File: src/rtl/vin_gen_seq.sv
// VIN-side internal-bus sequencer for the GEN: Type-1/Type-2 cell slice fetch
// and Type-4 mailbox loads. Every output is registered from the next state.
module vin_gen_seq #(
    parameter int STROBE_CYC = 4,
    parameter int GAP_CYC    = 2
) (
    input  logic       clk,
    input  logic       _rst,
    input  logic       start,
    input  logic [7:0] code_a,
    input  logic [7:0] code_b,
    input  logic [3:0] row,
    input  logic       mb_req,
    input  logic [7:0] mb_a,
    input  logic [7:0] mb_b,
    input  logic [7:0] bus_a_in,
    output logic [7:0] bus_a_out,
    output logic [7:0] bus_b_out,
    output logic       bus_oe,
    output logic       _sm,
    output logic       _sg,
    output logic       _st,
    output logic       r_wi,
    output logic [3:0] adr,
    output logic [7:0] pix_data,
    output logic       pix_valid,
    output logic       busy,
    output logic       mb_done,
    output logic       overrun
);

    localparam int MAXC = (STROBE_CYC > GAP_CYC) ? STROBE_CYC : GAP_CYC;
    localparam int CW   = $clog2(MAXC + 1);
    localparam logic [CW-1:0] S_LD = CW'(STROBE_CYC - 1);
    localparam logic [CW-1:0] G_LD = CW'(GAP_CYC - 1);

    typedef enum logic [3:0] {
        IDLE, SETUP, SM_LOW, GAP1, SG_LOW, GAP2, MB_SETUP, MB_LOW, MB_GAP
    } state_t;

    state_t        state, state_nxt;
    logic [CW-1:0] cnt, cnt_nxt;
    logic [3:0]    row_q;
    logic          cnt_done;
    logic          row_ok;

    assign cnt_done = (cnt == '0);
    assign row_ok   = (row <= 4'd9);

    // Counter holds remaining cycles minus one; reloaded on each state entry.
    always_comb begin
        state_nxt = state;
        cnt_nxt   = cnt_done ? cnt : cnt - CW'(1);
        case (state)
            IDLE: begin
                if (start && row_ok) begin
                    state_nxt = SETUP;
                    cnt_nxt   = '0;
                end else if (!start && mb_req) begin
                    state_nxt = MB_SETUP;
                    cnt_nxt   = '0;
                end
            end
            SETUP:    begin state_nxt = SM_LOW; cnt_nxt = S_LD; end
            SM_LOW:   if (cnt_done) begin state_nxt = GAP1;   cnt_nxt = G_LD; end
            GAP1:     if (cnt_done) begin state_nxt = SG_LOW; cnt_nxt = S_LD; end
            SG_LOW:   if (cnt_done) begin state_nxt = GAP2;   cnt_nxt = G_LD; end
            GAP2:     if (cnt_done) state_nxt = IDLE;
            MB_SETUP: begin state_nxt = MB_LOW; cnt_nxt = S_LD; end
            MB_LOW:   if (cnt_done) begin state_nxt = MB_GAP; cnt_nxt = G_LD; end
            MB_GAP:   if (cnt_done) state_nxt = IDLE;
            default:  begin state_nxt = IDLE; cnt_nxt = '0; end
        endcase
    end

    always_ff @(posedge clk or negedge _rst) begin
        if (!_rst) begin
            state     <= IDLE;
            cnt       <= '0;
            row_q     <= '0;
            bus_a_out <= '0;
            bus_b_out <= '0;
            bus_oe    <= 1'b0;
            _sm       <= 1'b1;
            _sg       <= 1'b1;
            _st       <= 1'b1;
            r_wi      <= 1'b1;
            adr       <= '0;
            pix_data  <= '0;
            pix_valid <= 1'b0;
            busy      <= 1'b0;
            mb_done   <= 1'b0;
            overrun   <= 1'b0;
        end else begin
            state     <= state_nxt;
            cnt       <= cnt_nxt;
            r_wi      <= 1'b1;
            _sm       <= !(state_nxt == SM_LOW || state_nxt == MB_LOW);
            _sg       <= !(state_nxt == SG_LOW);
            _st       <= !(state_nxt == MB_SETUP || state_nxt == MB_LOW);
            bus_oe    <= (state_nxt == SETUP || state_nxt == SM_LOW ||
                          state_nxt == MB_SETUP || state_nxt == MB_LOW);
            busy      <= (state_nxt != IDLE);
            pix_valid <= 1'b0;
            mb_done   <= 1'b0;

            if (state == IDLE && start) begin
                row_q <= row;
                if (row_ok) begin
                    bus_a_out <= code_a;
                    bus_b_out <= code_b;
                end else begin
                    // Blank slice: hand the serializer an empty byte, no bus cycle.
                    pix_data  <= '0;
                    pix_valid <= 1'b1;
                end
            end else if (state == IDLE && mb_req) begin
                bus_a_out <= mb_a;
                bus_b_out <= mb_b;
            end

            if (state != IDLE && start)
                overrun <= 1'b1;
            if (state == SM_LOW && cnt_done)
                adr <= row_q;
            if (state == SG_LOW && cnt_done) begin
                pix_data  <= bus_a_in;
                pix_valid <= 1'b1;
            end
            if (state == MB_LOW && cnt_done)
                mb_done <= 1'b1;
        end
    end

endmodule

File: config.mk
export PLATFORM = sky130hd
export DESIGN_NAME = vin_gen_seq
export DESIGN_NICKNAME = d
export VERILOG_FILES = /design/src/rtl/vin_gen_seq.sv
export SDC_FILE = /design/constraint.sdc
export NUM_CORES = 1
export LEC_CHECK = 0
export ABC_CLOCK_PERIOD_IN_PS = 3500
export BUFFER_PORTS_ARGS = -buffer_cell sky130_fd_sc_hd__buf_2
export CORE_MARGIN = 2
export CORE_UTILIZATION = 50
export CTS_CLUSTER_DIAMETER = 120
export DETAILED_ROUTE_END_ITERATION = 12
export GPL_ROUTABILITY_DRIVEN = 0
export GPL_TIMING_DRIVEN = 0
export PLACE_DENSITY = 0.81
export SKIP_LAST_GASP = 1
export SLEW_MARGIN = 20
export SYNTH_ARGS = -nofsm -noshare
export SYNTH_HDL_FRONTEND = slang
export SYNTH_SLANG_ARGS = --single-unit
File: constraint.sdc
create_clock -name clk -period 3.5 [get_ports clk]
set_clock_uncertainty 0.1 [all_clocks]
set_input_delay 0 -clock clk [delete_from_list [all_inputs] [get_ports clk]]
set_output_delay 0 -clock clk [all_outputs]
set_load 0.02 [all_outputs]
==> metrics <==
P_int 1.49 mW; Mapped Area 0.00224 mm^2; Synth Flop Type dfrtp_1; port bufs 83; simple-gate share of the synthesized area 14.0%; Fin. Hold Viols 0; 1st-pass router iterations 4; Reg power frac 36.0%; CP Capture Type flip-flop; fin nets 392; largest net degree at the start of global routing between 40 and 50; Syn. warnings 0; post-synthesis compound-gate area fraction around 15%; clk sinks 47; crit path DAT 2.42 ns; FFs w/ async S/R, synth 100%; # diodes 0; Die H 71.0 um; Post-Layout Cell Count between 300 and 400; CTS root buf clkbuf_8; hold_buf cts 45; Die X just over 70 um; Worst EP required approximately 3.6 ns; DR DRC count 0; leakage power roughly 1.6 nW; Switching Share a little over two fifths; post-synthesis mux area share between 10% and 20%; max cap viols 0; clk buf depth 2; final period utilization around two thirds; Min Clock Period, post-route between 2 and 2.5 ns; Die ar. about 0.0050 mm^2; top cell type's share of synthesized area 49.1%; Row Count 24; final max-slew violation count 0; EDFF count, synth 0; antenna violations before repair 0; RSZ-0062 raised after global routing no; Resized cells post-CTS 0; Reg clk slew, reported paths around 0.080 ns; first-pass GRT wire length 10,800 um; post-DP HPWL 3640 um; synth top area cells dfrtp_1 49%, mux2i_1 7.6%, nor2_1 5.0%, a21oi_1 4.9%, mux2_2 4.0%; critical path, cell by cell inv_1 -> ha_1 -> nor2b_2 -> inv_1 -> ha_1 -> nand2b_1 -> a21oi_1 -> a21oi_1 -> a21oi_1 -> o32ai_1; area of the multi-input gates about 970 um^2; Worst path slowest cell dfrtp_1; Largest stage delay, worst path around 0.40 ns; grt total ovfl 0; pwr dens between 700 and 800 mW/mm^2; critical-path maximum fanout 7; Vias 2,174; #FFs+latches synth 47; post-synthesis instance total 206; Iteration-0 DRC Markers approximately 200; htree depth 2; cell with the most instances after synthesis dfrtp_1; Initial Util 51.9%; Achievable Freq ~420 MHz; Post-Syn Nets 257; Hold Path Class in -> reg; storage element area ~0.0012 mm^2; outcome finished clean; clock share of power 12.2%; Post-Synth Adder-Cell Area 1.67%; VDD IR-drop max approximately 0.36 mV; CP startpoint kind flip-flop; syn avg cell area 10.9 um^2; post-synth top area cell dfrtp_1; crit path kind reg -> reg; DR WL/cell 16.2 um; Seq/Total Area, Yosys 52.6%; Top cell by count, worst path a21oi_1; # setup viols final 0; via/cell ratio 5.52; Core Area 0.00432 mm^2; worst slew pin tran 0.573 ns; final wirelength 6370 um; worst skew pair latency 0.29 ns; Switch Pwr 1.10 mW; CTS tree done; Layout fillers approximately 280; gr usage total a little over a quarter; Post-synth top cells 44 x dfrtp_1, 30 x nor2_1, 22 x a21oi_1, 17 x mux2i_1, 10 x a22o_1; synthesis-to-layout area growth 45.4%; vias in the first global route 2,248; layout cells sized above 1 35.1%; IO Pins 85; count of cell types in the netlist 43; largest family of logic cells by synthesized area compound AO/OA/AOI/OAI gates; Sum Neg Setup Slack 0 ns; CTS Buf Count 5; headroom to the max-slew limit 61.8%; combinational fraction of design power 51.8%; Post-Place Cells 341; setup bufs post-CTS 0; Final ANT Viol Nets 0; Post-Synth XOR/XNOR Area less than 1%
==> worst max-delay path, delay by kind of cell (launching register included) <==
family          cells  cell delay, ns
fa+ha+maj           2            0.50
simple gates        2            0.49
compound gates      4            0.48
flops               1            0.40
buf+inv             2            0.26
==> path summary, 6_finish.rpt <==
path	from	to	slack, ns	cells after the start
setup / recovery	cnt[0]$_DFF_PN0_	cnt[0]$_DFF_PN0_	1.14	10
hold reg to reg	overrun$_DFFE_PN0P_	overrun$_DFFE_PN0P_	0.38	1
setup reg to reg	cnt[0]$_DFF_PN0_	cnt[0]$_DFF_PN0_	1.14	10
max in group asynchronous	_rst	_sg$_DFF_PN1_	2.76	2
min in group asynchronous	_rst	adr[1]$_DFFE_PN0P_	0.14	2
hold / removal	start	state[0]$_DFF_PN0_	0.08	3
==> cell usage in the layout (no fill, tap or decap), types with 5 or more instances in the layout <==
cell,count
dlygate4sd3_1,45
clkbuf_8,5
buf_4,5
dfrtp_1,44
o21ai_0,7
mux2_2,8
a22o_1,10
a21oi_1,22
nand2_1,9
buf_2,87
mux2i_1,17
inv_1,6
nor2_1,30
==> stage by stage <==
step / power [mW] / setup WS (ns) / cell area, um^2 / utilization, % / hold WS (ns)
CTS: 2.55 / 1.13 / 3260 / 75.3 / 0.0604
finish: 2.59 / 1.14 / 3260 / 75.4 / 0.0766
global route: 2.76 / 0.965 / 3260 / 75.4 / 0.0955
floorplan: 1.82 / 1.49 / 2240 / - / -0.396
global placement: 2.15 / 1.26 / 2720 / 63.0 / 0.127
detailed placement: 2.19 / 1.16 / 2720 / 63.0 / 0.133
==> metal layers <==
metal / part of all wire [%] / global-route usage (%)
met4: 2.4 / 9.64
met1: 39 / 33.7
met3: 7.8 / 6.84
met2: 51 / 46.1
met5: 0 / 0
==> sequential cells by signal, summed over array words and instances, names as in the netlist <==
name / count
state: 4
mb_done: 1
bus_oe: 1
bus_b_out: 8
overrun: 1
busy: 1
_st: 1
bus_a_out: 8
row_q: 4
pix_valid: 1
pix_data: 8
adr: 4
_sm: 1
cnt: 3
_sg: 1
==> power by group through the flow <==
stage               Clock (mW)  Sequential, mW  Combinational (mW)
finish                   0.317           0.932                1.34
global route             0.344           0.960                1.45
CTS                      0.323           0.921                1.31
detailed placement           0           0.921                1.27
global placement             0           0.919                1.23
floorplan                    0            1.15               0.663
==> cell families after synthesis <==
logic type,after synthesis
adders and majority gates,3
AOI/OAI and AO/OA,51
DFF,47
xor gates and xnor gates,1
buffers and inverters,18
and+or+nand+nor,59
muxes,26
other,1
==> layout make-up <==
class / instances / share of cell area [%]
flip-flops and latches: 47 / 36.2
multi-input cells: 141 / 29.6
repair buffers: 128 / 26.6
clock buffers: 7 / 2.34
plain buffers: 12 / 2.26
well taps: 52 / 2.00
inverters: 6 / 0.691
clock inverters: 1 / 0.230
No activity file was read; power rests on OpenSTA's default activity.
